### src/rtl/ble_crc_pkg.sv
// Shared types, constants and the CRC24 LFSR step for the BLE receive CRC checker.
// Polynomial x^24+x^10+x^9+x^6+x^4+x^3+x+1, Galois form, MSB is the feedback tap.
package ble_crc_pkg;

  localparam int CRC24_W  = 24;
  localparam logic [CRC24_W-1:0] CRC24_POLY = 24'h00065B;
  localparam int HDR_BITS = 16;
  localparam int CNT_W    = 11;

  typedef enum logic [2:0] {
    IDLE,
    HDR,
    PAYLOAD,
    CRC,
    DONE
  } rx_state_t;

  // One serial step: shift left, feed back into bit 0 and the tap positions.
  function automatic logic [CRC24_W-1:0] crc24_step(input logic [CRC24_W-1:0] lfsr,
                                                    input logic din);
    logic fb;
    fb = din ^ lfsr[CRC24_W-1];
    return {lfsr[CRC24_W-2:0], 1'b0} ^ ({CRC24_W{fb}} & CRC24_POLY);
  endfunction

endpackage

### src/rtl/ble_rx_crc24_check_if.sv
// Serial bit-stream bundle around the CRC checker: de-whitened bits in,
// header/payload bits out with a last marker.
interface ble_rx_crc24_check_if;
  logic in_tdata;
  logic in_tvalid;
  logic out_tdata;
  logic out_tvalid;
  logic out_tlast;

  modport master (output in_tdata, output in_tvalid,
                  input  out_tdata, input out_tvalid, input out_tlast);
  modport slave  (input  in_tdata, input in_tvalid,
                  output out_tdata, output out_tvalid, output out_tlast);
endinterface

### src/rtl/ble_rx_crc24_check.sv
// BLE receive CRC24 checker: parses the PDU header, forwards header/payload bits
// one cycle late and checks the trailing CRC. Optional error counter: BLE_RX_CRC_ERR_CNT_EN.
module ble_rx_crc24_check
  import ble_crc_pkg::*;
#(
  parameter int unsigned MAX_LEN = 255
) (
  input  logic                     aclk,
  input  logic                     aresetn,
  input  logic                     start,
  input  logic [CRC24_W-1:0]       init_preset,
  ble_rx_crc24_check_if.slave      bus,
  output logic                     busy,
  output logic                     done,
  output logic                     crc_ok,
  output logic                     len_err,
  output logic [7:0]               pdu_len,
  output logic [CRC24_W-1:0]       rx_crc
`ifdef BLE_RX_CRC_ERR_CNT_EN
  ,
  output logic [15:0]              err_count
`endif
);

  rx_state_t          state_q, state_d;
  logic [CNT_W-1:0]   bit_cnt_q, bit_cnt_d;
  logic [CRC24_W-1:0] lfsr_q, lfsr_d;
  logic [CRC24_W-1:0] rx_crc_q, rx_crc_d;
  logic [7:0]         pdu_len_q, pdu_len_d;
  logic               crc_ok_q, crc_ok_d;
  logic               len_err_q, len_err_d;
  logic               done_q, done_d;
  logic               busy_q, busy_d;
  logic               out_tdata_q, out_tdata_d;
  logic               out_tvalid_q, out_tvalid_d;
  logic               out_tlast_q, out_tlast_d;

  logic [7:0]         len_next;
  logic [CRC24_W-1:0] rx_crc_next;
  logic               hdr_last, payload_last, crc_last;

  assign len_next     = {bus.in_tdata, pdu_len_q[7:1]};
  assign rx_crc_next  = {rx_crc_q[CRC24_W-2:0], bus.in_tdata};
  assign hdr_last     = (bit_cnt_q == CNT_W'(HDR_BITS - 1));
  assign payload_last = (bit_cnt_q == ({pdu_len_q, 3'b000} - CNT_W'(1)));
  assign crc_last     = (bit_cnt_q == CNT_W'(CRC24_W - 1));

  // NOTE: every signal assigned here gets a default first, otherwise paths that
  // skip an assignment would infer latches.
  always_comb begin
    state_d      = state_q;
    bit_cnt_d    = bit_cnt_q;
    lfsr_d       = lfsr_q;
    rx_crc_d     = rx_crc_q;
    pdu_len_d    = pdu_len_q;
    crc_ok_d     = crc_ok_q;
    len_err_d    = len_err_q;
    out_tdata_d  = 1'b0;
    out_tvalid_d = 1'b0;
    out_tlast_d  = 1'b0;

    if (start) begin
      // A bit arriving together with start belongs to no frame and is dropped.
      state_d   = HDR;
      bit_cnt_d = '0;
      lfsr_d    = init_preset;
      rx_crc_d  = '0;
      pdu_len_d = '0;
      crc_ok_d  = 1'b0;
      len_err_d = 1'b0;
    end else begin
      case (state_q)
        HDR: if (bus.in_tvalid) begin
          lfsr_d       = crc24_step(lfsr_q, bus.in_tdata);
          out_tdata_d  = bus.in_tdata;
          out_tvalid_d = 1'b1;
          bit_cnt_d    = bit_cnt_q + CNT_W'(1);
          if (bit_cnt_q >= CNT_W'(HDR_BITS / 2)) pdu_len_d = len_next;
          if (hdr_last) begin
            bit_cnt_d = '0;
            if (len_next == 8'd0) begin
              state_d     = CRC;
              out_tlast_d = 1'b1;
            end else if (32'(len_next) > MAX_LEN) begin
              state_d   = DONE;
              len_err_d = 1'b1;
              crc_ok_d  = 1'b0;
            end else begin
              state_d = PAYLOAD;
            end
          end
        end
        PAYLOAD: if (bus.in_tvalid) begin
          lfsr_d       = crc24_step(lfsr_q, bus.in_tdata);
          out_tdata_d  = bus.in_tdata;
          out_tvalid_d = 1'b1;
          bit_cnt_d    = bit_cnt_q + CNT_W'(1);
          if (payload_last) begin
            bit_cnt_d   = '0;
            state_d     = CRC;
            out_tlast_d = 1'b1;
          end
        end
        CRC: if (bus.in_tvalid) begin
          rx_crc_d  = rx_crc_next;
          bit_cnt_d = bit_cnt_q + CNT_W'(1);
          if (crc_last) begin
            crc_ok_d = (rx_crc_next == lfsr_q);
            state_d  = DONE;
          end
        end
        DONE:    state_d = IDLE;
        default: state_d = IDLE;
      endcase
    end

    // DONE always falls back to IDLE, so entering it is exactly the done pulse.
    done_d = (state_d == DONE);
    busy_d = (state_d != IDLE);
  end

  // NOTE: sequential state uses non-blocking assignments so every flop samples
  // the pre-edge values regardless of statement order.
  always_ff @(posedge aclk) begin
    if (!aresetn) begin
      state_q      <= IDLE;
      bit_cnt_q    <= '0;
      lfsr_q       <= '0;
      rx_crc_q     <= '0;
      pdu_len_q    <= '0;
      crc_ok_q     <= 1'b0;
      len_err_q    <= 1'b0;
      done_q       <= 1'b0;
      busy_q       <= 1'b0;
      out_tdata_q  <= 1'b0;
      out_tvalid_q <= 1'b0;
      out_tlast_q  <= 1'b0;
    end else begin
      state_q      <= state_d;
      bit_cnt_q    <= bit_cnt_d;
      lfsr_q       <= lfsr_d;
      rx_crc_q     <= rx_crc_d;
      pdu_len_q    <= pdu_len_d;
      crc_ok_q     <= crc_ok_d;
      len_err_q    <= len_err_d;
      done_q       <= done_d;
      busy_q       <= busy_d;
      out_tdata_q  <= out_tdata_d;
      out_tvalid_q <= out_tvalid_d;
      out_tlast_q  <= out_tlast_d;
    end
  end

  assign busy           = busy_q;
  assign done           = done_q;
  assign crc_ok         = crc_ok_q;
  assign len_err        = len_err_q;
  assign pdu_len        = pdu_len_q;
  assign rx_crc         = rx_crc_q;
  assign bus.out_tdata  = out_tdata_q;
  assign bus.out_tvalid = out_tvalid_q;
  assign bus.out_tlast  = out_tlast_q;

`ifdef BLE_RX_CRC_ERR_CNT_EN
  logic [15:0] err_count_q, err_count_d;

  // Length aborts count as failures too; the counter sticks at all-ones.
  always_comb begin
    err_count_d = err_count_q;
    if (done_d && !crc_ok_d && (err_count_q != 16'hFFFF))
      err_count_d = err_count_q + 16'd1;
  end

  always_ff @(posedge aclk) begin
    if (!aresetn) err_count_q <= '0;
    else          err_count_q <= err_count_d;
  end

  assign err_count = err_count_q;
`endif

endmodule
### src/flat_wrapper.sv
// flat-port wrapper written by rule: the top's interface ports become plain ports
module ble_rx_crc24_check_flat import ble_crc_pkg::*;
#(
  parameter int unsigned MAX_LEN = 255
)
  (aclk, aresetn, start, init_preset, busy, done, crc_ok, len_err, pdu_len, rx_crc, bus_in_tdata, bus_in_tvalid, bus_out_tdata, bus_out_tvalid, bus_out_tlast);
  ble_rx_crc24_check_if bus_i ();
  input  logic aclk;
  input  logic aresetn;
  input  logic start;
  input  logic [CRC24_W-1:0] init_preset;
  output logic busy;
  output logic done;
  output logic crc_ok;
  output logic len_err;
  output logic [7:0] pdu_len;
  output logic [CRC24_W-1:0] rx_crc;
  input wire logic [$bits(bus_i.in_tdata)-1:0] bus_in_tdata;
  input wire logic [$bits(bus_i.in_tvalid)-1:0] bus_in_tvalid;
  output wire logic [$bits(bus_i.out_tdata)-1:0] bus_out_tdata;
  output wire logic [$bits(bus_i.out_tvalid)-1:0] bus_out_tvalid;
  output wire logic [$bits(bus_i.out_tlast)-1:0] bus_out_tlast;
  assign bus_i.in_tdata = bus_in_tdata;
  assign bus_i.in_tvalid = bus_in_tvalid;
  assign bus_out_tdata = bus_i.out_tdata;
  assign bus_out_tvalid = bus_i.out_tvalid;
  assign bus_out_tlast = bus_i.out_tlast;
  ble_rx_crc24_check #(.MAX_LEN(MAX_LEN)) u_core (.aclk(aclk), .aresetn(aresetn), .start(start), .init_preset(init_preset), .bus(bus_i), .busy(busy), .done(done), .crc_ok(crc_ok), .len_err(len_err), .pdu_len(pdu_len), .rx_crc(rx_crc));
endmodule
### config.mk
export PLATFORM = sky130hd
export DESIGN_NAME = ble_rx_crc24_check_flat
export DESIGN_NICKNAME = d
export VERILOG_FILES = /design/src/rtl/ble_crc_pkg.sv /design/src/rtl/ble_rx_crc24_check_if.sv /design/src/rtl/ble_rx_crc24_check.sv /design/src/flat_wrapper.sv
export SDC_FILE = /design/constraint.sdc
export NUM_CORES = 1
export LEC_CHECK = 0
export ABC_AREA = 1
export BUFFER_PORTS_ARGS = -buffer_cell sky130_fd_sc_hd__buf_2
export CAP_MARGIN = 5
export CELL_PAD_IN_SITES_DETAIL_PLACEMENT = 1
export CELL_PAD_IN_SITES_GLOBAL_PLACEMENT = 1
export CORE_MARGIN = 4
export CORE_UTILIZATION = 40
export CTS_CLUSTER_SIZE = 14
export DETAILED_ROUTE_END_ITERATION = 7
export HOLD_SLACK_MARGIN = 0.12
export PLACE_DENSITY = 0.78
export SLEW_MARGIN = 25
export SYNTH_ARGS = -nofsm -noshare
export SYNTH_HDL_FRONTEND = slang
export SYNTH_SLANG_ARGS = --single-unit
### constraint.sdc
create_clock -name aclk -period 1.7 [get_ports aclk]
set_input_delay 0.34 -clock aclk [delete_from_list [all_inputs] [get_ports aclk]]
set_output_delay 0.34 -clock aclk [all_outputs]
set_load 0.05 [all_outputs]
# Yosys cells after proc, flatten, opt, wreduce, memory -nomap -nowiden
# Index checks and enable logic that the tools add are counted.
[totals]
regBits = 76
in_bits = 29
word_cells = 69
[classes]
addsub = 2
order_cmp = 1
n_eq_ne = 11
muxes = 25
bitwise = 5
n_reduce_logical = 14
[op_table]
columns = ["op", "n"]
rows = [
  ["2-to-1 mux 24 bit", 3],
  ["2-to-1 mux 11 bit", 5],
  ["case mux 11 bit (3 select lines)", 1],
  ["equality test 24 bit", 1],
  ["bitwise XOR 24 x 11 -> 24 bit", 1],
  ["2-to-1 mux 3 bit", 7],
  ["adder 11 x 1 -> 11 bit, second input constant", 1],
  ["equality test 11 bit", 1],
  ["equality test 11 x 4 -> 1 bit, second input constant", 1],
  ["equality test 11 x 5 -> 1 bit, second input constant", 1],
  [">= comparator 11 x 4 -> 1 bit, second input constant", 1],
  ["subtractor 11 x 1 -> 11 bit, second input constant", 1],
  ["case mux 3 bit (3 select lines)", 1],
  ["logical NOT 8 bit", 1],
  ["2-to-1 mux 1 bit", 7],
  ["equality test 3 x 2 -> 1 bit, second input constant", 2],
  ["!= test 2 bit, second input constant", 3],
  ["AND reduction 3 bit", 2],
  ["nonzero test 3 bit", 2],
  ["AND reduction 2 bit", 2],
  ["AND reduction 4 bit", 1],
  ["nonzero test 2 bit", 2],
  ["OR reduction 2 bit", 2],
  ["OR reduction 4 bit", 1],
  ["other kinds (6)", 8],
]

# Logic depth before layout (Yosys ltp)
# Gate-level depths: netlist of the first run.
[logic_depth]
word_depth = 7
ltp_mapped = 14
depth_no_buf = 14

# Worst setup path after synthesis of the first run
# Ideal clock, no wire load.
[synth_timing]
kind = "reg2reg"
startpoint = "register u_core.pdu_len_q[0] (netlist: u_core.pdu_len[0])"
endpoint = "register u_core.bit_cnt_q[4]"
t_arrival_ns = 1.851
required_ns = 1.581
setup_slack_ns = -0.270
stages_incl_launch_ff = 13
path_buffers = 0
path_cell_list = "dfxtp_1 > inv_1 > ha_1 > nand2_1 > nand2_1 > nor2_1 > nand2_1 > nor2_2 > nand3_2 > nand2_2 > nand2_4 > nand2_8 > nor2_2"
[synth_via]
elab_chain_len = 5
[synth_lines]
columns = ["element", "line", "rtl"]
rows = [
  ["start, declared", "ble_rx_crc24_check.sv:29", "logic [7:0] pdu_len_q, pdu_len_d;"],
  ["start signal, assigned", "ble_rx_crc24_check.sv:143", "pdu_len_q <= pdu_len_d;"],
  ["subtractor 11 x 1 -> 11 bit", "ble_rx_crc24_check.sv:45", "assign payload_last = (bit_cnt_q == ({pdu_len_q, 3'b000} - CNT_W'(1)));"],
  ["equality test 11 bit", "ble_rx_crc24_check.sv:45", ""],
  ["2-to-1 mux 11 bit", "ble_rx_crc24_check.sv:98", "if (payload_last) begin"],
  ["2-to-1 mux 11 bit", "ble_rx_crc24_check.sv:93", "PAYLOAD: if (bus.in_tvalid) begin"],
  ["case mux 11 bit (3 select lines)", "ble_rx_crc24_check.sv:72", "case (state_q)"],
  ["end signal, assigned", "ble_rx_crc24_check.sv:140", "bit_cnt_q <= bit_cnt_d;"],
  ["end, declared", "ble_rx_crc24_check.sv:26", "logic [CNT_W-1:0] bit_cnt_q, bit_cnt_d;"],
]
# No other way between the ends. The select of a mux whose other input is x is not followed.
# A chain may end at the register's enable or synchronous reset.

# Worst setup path after layout of the first run
[layout_timing]
startpoint = "register u_core.pdu_len_q[0] (netlist: u_core.pdu_len[0])"
endpoint = "register u_core.bit_cnt_q[5]"
# The elaborated chain is that of the path after synthesis.

==> impl_metrics.py, run 1 <==
metrics = {
    "drt": {
        "drtIter0Drc": 157,
        "routed_wl_um": 11200,
        "vias_per_cell": 5.10,
        "drc": 0,
        "dr.pass1.iters": 5,
        "via_count": 3666,
        "wl_per_cell_um": 15.6,
        "ant_nets": 0,
    },
    "synth": {
        "synth.avg_cell_area_um2": 7.57,
        "synth_area_leader_cell": "dfxtp_1",
        "ys_async_sr_fraction_pct": 0,
        "syn-instance-count": 507,
        "synth_top_area_share_pct": 39.7,
        "synth_warnings": 0,
        "syn_area_um2": 3840,
        "yosysUniqueCellTypes": 32,
        "synth.area.top_cells": "dfxtp_1 (40%), nand2_1 (8.8%), xnor2_1 (7.3%)",
        "synth_ff_type": "dfxtp_1",
        "synth_edf_count": 0,
        "synth-seq-area-share_pct": 39.7,
        "ys_ff_latch": 76,
        "syn-num-nets": 539,
    },
    "sta": {
        "min_period_ps": 1630,
        "skew_ps": 14.4,
        "fin_crit_sh_pct": 95.9,
        "rsz0062_at_grt": "yes",
        "slew_viol_final": 0,
        "setup_ws_ps": 69.9,
        "hold_viol_final": 0,
        "final-setup-viol-count": 0,
        "fmax_mhz": 613,
    },
    "min_path": {
        "hp-start": "init_preset[14]",
        "min_path_type": "in -> reg",
        "holdPathStages": 3,
    },
    "grt": {
        "grt_pass1_vias": 3716,
        "grt_pass1_wl_um": 18600,
        "grt_max_degree": 24,
        "antenna_found_initial": 0,
        "grt.total_usage_pct": 20.5,
        "overflow": 0,
    },
    "die": {
        "die_y_um": 106,
        "io_pins": 68,
        "die_width_um": 106,
        "row_count": 35,
        "start_util_pct": 41.3,
        "core_area_um2": 9280,
        "die_area_um2": 11200,
    },
    "placement": {
        "place_worst_setup_slack_ps": 38.2,
        "gp_congestion": 0.924,
        "hpwlAfterDp_um": 8360,
        "port_buffers": 66,
    },
    "clocking": {
        "clock_sinks": 76,
        "cts-htree-levels": 3,
        "clockBufferDepth": 2,
        "cts_tree": "built",
        "cts.clk_slew.worst_paths_ps": 90,
        "numCtsBuffers": 9,
        "clock_latency_ps": 350,
        "cts_root_buffer": "clkbuf_8",
    },
    "setup_path": {
        "crit_arrival_ps": 1870,
        "r2r_cells": 14,
        "crit_path_end_kind": "register",
        "timing.rr.start": "u_core.pdu_len[0]$_SDFFE_PP0P_",
        "cp_max_fo": 5,
        "startpoint": "u_core.pdu_len[0]$_SDFFE_PP0P_",
        "startpoint_type": "register",
        "cp.required_ps": 1940,
        "crit_type": "reg -> reg",
    },
    "power_and_ir_drop": {
        "powerDensity_nw_per_um2": 760,
        "vdd.ir_drop.worst_v": 0.000374,
        "p_leak_uw": 0.00204,
        "p_total_uw": 3520,
    },
    "cells_and_area": {
        "nets": 617,
        "final_layout_size_suffix_gt1_share_pct": 27.8,
        "final_common_cell": "nand2_1",
        "antenna_cells": 0,
        "area_delta_synth_final_pct": 20.6,
        "final_cell_mix": "nand2_1 (90), dfxtp_1 (69), buf_2 (66), nor2_1 (56), inv_1 (38)",
    },
    "status": {
        "status": "finished clean",
    },
    "job": {
        "maxCapViolCount": 0,
    },
}
area by class of cell:
class                           count  area, um2
Multi-Input combinational cell    361       2060
Clock buffer                        9        124
Inverter                           52        198
Sequential cell                    76       1540
Tap cell                          129        161
Timing Repair Buffer               85        485
Fill cell                        1221       4660
Clock inverter                      7       57.6
critical path, cell delays in order (launching register included):
cell and delay [ps]:
dfxtp_4 360, inv_2 60, ha_4 170, inv_2 40
nand2_1 60, nand2_1 70, nand2_1 50, nand2_1 80
nand2_1 70, nor2_2 140, nand3_2 100, nand2_2 80
nand2_4 90, nand2_8 120, nor2_2 30
logic make-up (layout without fill, tap and decap cells):
kind of cell / count (synthesis) / in the layout / synth area share, %
adders and majority gates: 3 / 3 / 0.979
AOI/OAI and AO/OA: 101 / 101 / 14.3
buffers and inverters: 71 / 153 / 8.35
other: 1 / 1 / 0.0978
xor gates and xnor gates: 43 / 43 / 10.3
DFF: 76 / 76 / 39.7
and+or+nand+nor: 212 / 213 / 26.3
synth_stat cells (4+ instances only):
library cell  count
o21ai_0          31
clkbuf_1          7
nand2_1          90
buf_2             4
nor2_2           17
o21ai_1          15
nand2_2           5
inv_2            11
nor2_1           57
xnor2_1          32
xor2_1           10
a22oi_1          11
nand3_1          16
dfxtp_1          76
buf_6             5
a21oi_1          34
inv_1            41
nand4_1          11
nor3_1            5
a31oi_1           8
power by group:
part | switching [uW] | internal [uW]
logic | 210 | 146
registers | 44.3 | 1820
clock network | 748 | 553
total | 1000 | 2510
state kept, by name (all words and copies together) (netlist names):
name	cells
u_core.bus.out_tvalid	1
u_core.bus.out_tlast	1
u_core.state_q	3
u_core.busy	1
u_core.bus.out_tdata	1
u_core.done	1
u_core.rx_crc	24
u_core.bit_cnt_q	11
u_core.pdu_len	8
u_core.lfsr_q	24
u_core.crc_ok	1
final timing paths:
check | slack, ps | to
worst max register to register | 70 | u_core.bit_cnt_q[5]$_SDFFE_PP0P_
worst max-delay path | 70 | u_core.bit_cnt_q[5]$_SDFFE_PP0P_
worst min register to register | 500 | u_core.lfsr_q[20]$_SDFFE_PN0P_
worst min-delay path | 260 | u_core.lfsr_q[14]$_SDFFE_PN0P_
layer usage:
layer / up-vias / part of all wire [%] / global-route usage, %
met1: 1787 / 46 / 27.9
li1: 1793 / - / -
met2: 72 / 49 / 34.0
met3: 14 / 3.7 / 3.16
met4: 0 / 1.2 / 5.64
met5: - / 0 / 0
through the flow:
step                setup TNS [ps]  utilization (%)  hold slack (ps)  area [um2]  std cells
floorplan                        0                -              456        3840        507
global placement                 0             46.7              484        4340        698
detailed placement               0             46.7              491        4340        698
CTS                              0             48.8              244        4530        715
global route                  -280             49.8              253        4630        719
finish                           0             49.8              258        4630        719
timing repair:
action | 4_1_cts | 5_1_grt
setup buffers | 0 | 4
pin swaps | 1 | 15
endpoints found under the setup margin | 10 | 18
resized for setup | 1 | 20
cloned | 1 | 0
hold buffers | 0 | 0
No activity file was read; power rests on OpenSTA's default activity.
==> run 2: changes to the inputs <==
Settings changed: BUFFER_PORTS_ARGS -buffer_cell sky130_fd_sc_hd__buf_2 to -buffer_cell sky130_fd_sc_hd__buf_4.
==> run 2 against run 1 <==
Non-clock buffer count fell by 3. Die area did not move. Clock skew about the same. Combinational power grew 3%. Clock power increased by 19%. Final area is 3.2% higher. First-iteration DRC count down 37%. Maximum frequency grew 2.8%.
==> impl_metrics.py, run 2 (synthesis results as in run 1) <==
metrics = {
    "die": {
        "row_count": 35,
        "io_pins": 68,
        "die_y_um": 106,
        "die_area_um2": 11200,
        "die_width_um": 106,
        "core_area_um2": 9280,
        "start_util_pct": 41.3,
    },
    "clocking": {
        "ctsHoldBuffers": 0,
        "clock_sinks": 76,
        "clock_latency_ps": 360,
        "cts_root_buffer": "clkbuf_8",
        "cts.clk_slew.worst_paths_ps": 80,
        "numCtsBuffers": 9,
        "clockBufferDepth": 2,
        "cts-htree-levels": 3,
        "cts_tree": "built",
    },
    "grt": {
        "gr-usage-met2_pct": 33.7,
        "grt.total_usage_pct": 20.4,
        "grt_max_degree": 24,
        "grt_pass1_vias": 3720,
        "overflow": 0,
        "grt_pass1_wl_um": 18400,
        "busiest_layer": "met2",
        "grtUsageMet1_pct": 27.1,
        "grtUsageMet3_pct": 3.22,
        "antenna_found_initial": 0,
    },
    "setup_path": {
        "timing.rr.start": "u_core.pdu_len[1]$_SDFFE_PP0P_",
        "crit_path_end_kind": "register",
        "startpoint_type": "register",
        "r2r_cells": 10,
        "rr_endpoint": "u_core.bit_cnt_q[4]$_SDFFE_PP0P_",
        "cp.required_ps": 1930,
        "crit_type": "reg -> reg",
        "reg2reg_slack_ps": 110,
        "cp_max_fo": 6,
        "crit_arrival_ps": 1820,
    },
    "sta": {
        "skew_ps": 14.2,
        "slew_viol_final": 0,
        "final-setup-viol-count": 0,
        "fin_setup_tns_ps": 0,
        "hold_viol_final": 0,
        "fin_crit_sh_pct": 93.2,
        "setup_ws_ps": 115,
        "min_period_ps": 1590,
        "fmax_mhz": 631,
        "rsz0062_at_grt": "yes",
    },
    "cells_and_area": {
        "antenna_cells": 0,
        "final_layout_size_suffix_gt1_share_pct": 26.2,
        "area_delta_synth_final_pct": 24.5,
        "final_cell_mix": "nand2_1 (90), buf_4 (82), dfxtp_1 (71), nor2_1 (55), inv_1 (39)",
        "nets": 614,
        "final_common_cell": "nand2_1",
        "fill_cells": 1180,
    },
    "drt": {
        "drc": 0,
        "routed_wl_um": 11300,
        "ant_nets": 0,
        "via_count": 3597,
        "dr.pass1.iters": 4,
        "wl_per_cell_um": 15.7,
        "vias_per_cell": 5.02,
        "drtIter0Drc": 99,
    },
    "power_and_ir_drop": {
        "vdd.ir_drop.worst_v": 0.000436,
        "powerDensity_nw_per_um2": 791,
        "p_leak_uw": 0.00206,
    },
    "job": {
        "maxCapViolCount": 0,
    },
    "min_path": {
        "hp-start": "init_preset[5]",
        "holdPathStages": 3,
        "min_to": "u_core.lfsr_q[5]$_SDFFE_PN0P_",
        "min_path_type": "in -> reg",
    },
    "status": {
        "status": "finished clean",
    },
    "placement": {
        "port_buffers": 66,
        "hpwlAfterDp_um": 8530,
        "gp_congestion": 0.811,
        "place_worst_setup_slack_ps": 0.145,
    },
}
==> run 2: changes by cell type in the layout (fill, tap and decap cells not counted), sizes merged <==
cell,delta
inv,-4
buf,-3
clkbuf,+3
bufinv,+2
clkinvlp,-1
==> run 2: final cells by class <==
class / instances / area, um2 / area share (%)
clock inverter: 4 / 72.6 / 1.52
sequential: 76 / 1530 / 32.1
clock buffer: 12 / 145 / 3.04
timing repair buffer: 82 / 616 / 12.9
inverter: 52 / 203 / 4.25
tap: 129 / 161 / 3.38
multi-input combinational: 361 / 2040 / 42.8
==> run 2: power breakdown <==
group          internal [uW]  switching [uW]  leakage (uW)  total, uW
registers               1820            44.3      0.000621       1860
logic                    161             204       0.00134        365
clock network            866             682      0.000107       1550
total                   2840             930       0.00206       3770
==> run 2: worst max-delay path by stage <==
stage                                   startpoint                           endpoint  slack, ps  depth (start not counted)
finish              u_core.pdu_len[1]$_SDFFE_PP0P_   u_core.bit_cnt_q[4]$_SDFFE_PP0P_        110                         10
detailed placement  u_core.pdu_len[0]$_SDFFE_PP0P_  u_core.bit_cnt_q[10]$_SDFFE_PP0P_        0.1                         12
global placement    u_core.pdu_len[0]$_SDFFE_PP0P_   u_core.bit_cnt_q[4]$_SDFFE_PP0P_         80                         12
CTS                 u_core.pdu_len[1]$_SDFFE_PP0P_   u_core.bit_cnt_q[4]$_SDFFE_PP0P_         30                         12
floorplan           u_core.pdu_len[0]$_SDFFE_PP0P_   u_core.bit_cnt_q[4]$_SDFFE_PP0P_         20                         12
global route          u_core.state_q[2]$_SDFF_PN0_      u_core.rx_crc[7]$_SDFFE_PP0P_        -20                          8
==> run 2: metal layers <==
layer,part of all wire [%],wire length (um)
met4,1.4,154
met2,49,5570
met5,0,0
met3,2.9,325
met1,46,5230
==> run 2: per-stage QoR <==
stage          utilization (%)  total power, uW  std cells  hold WS [ps]  area [um2]
3_5_place_dp              48.4             2260        699           498        4500
6_report                  51.4             3770        716           257        4770
4_1_cts                   50.8             3800        715           244        4720
2_1_floorplan                -             2130        507           456        3840
3_3_place_gp              48.4             2250        699           485        4500
5_1_grt                   51.4             3920        716           269        4770
==> run 2: worst max-delay path, cell delays in order, from the launching register on <==
cell	delay, ps
dfxtp_4	360
nor2_2	150
nand2_2	130
o21ai_1	150
nand2_1	100
nor2_2	140
nand3_2	100
nand2_2	90
nand2_4	90
nand2_8	100
nor2_2	40
==> run 2: what timing repair did <==
item                                    in CTS  in global routing
endpoints found under the setup margin       8                 30
buffers inserted                             0                  0
gates cloned                                 0                  1
resized for setup                            3                 14
pin swaps                                    0                  2
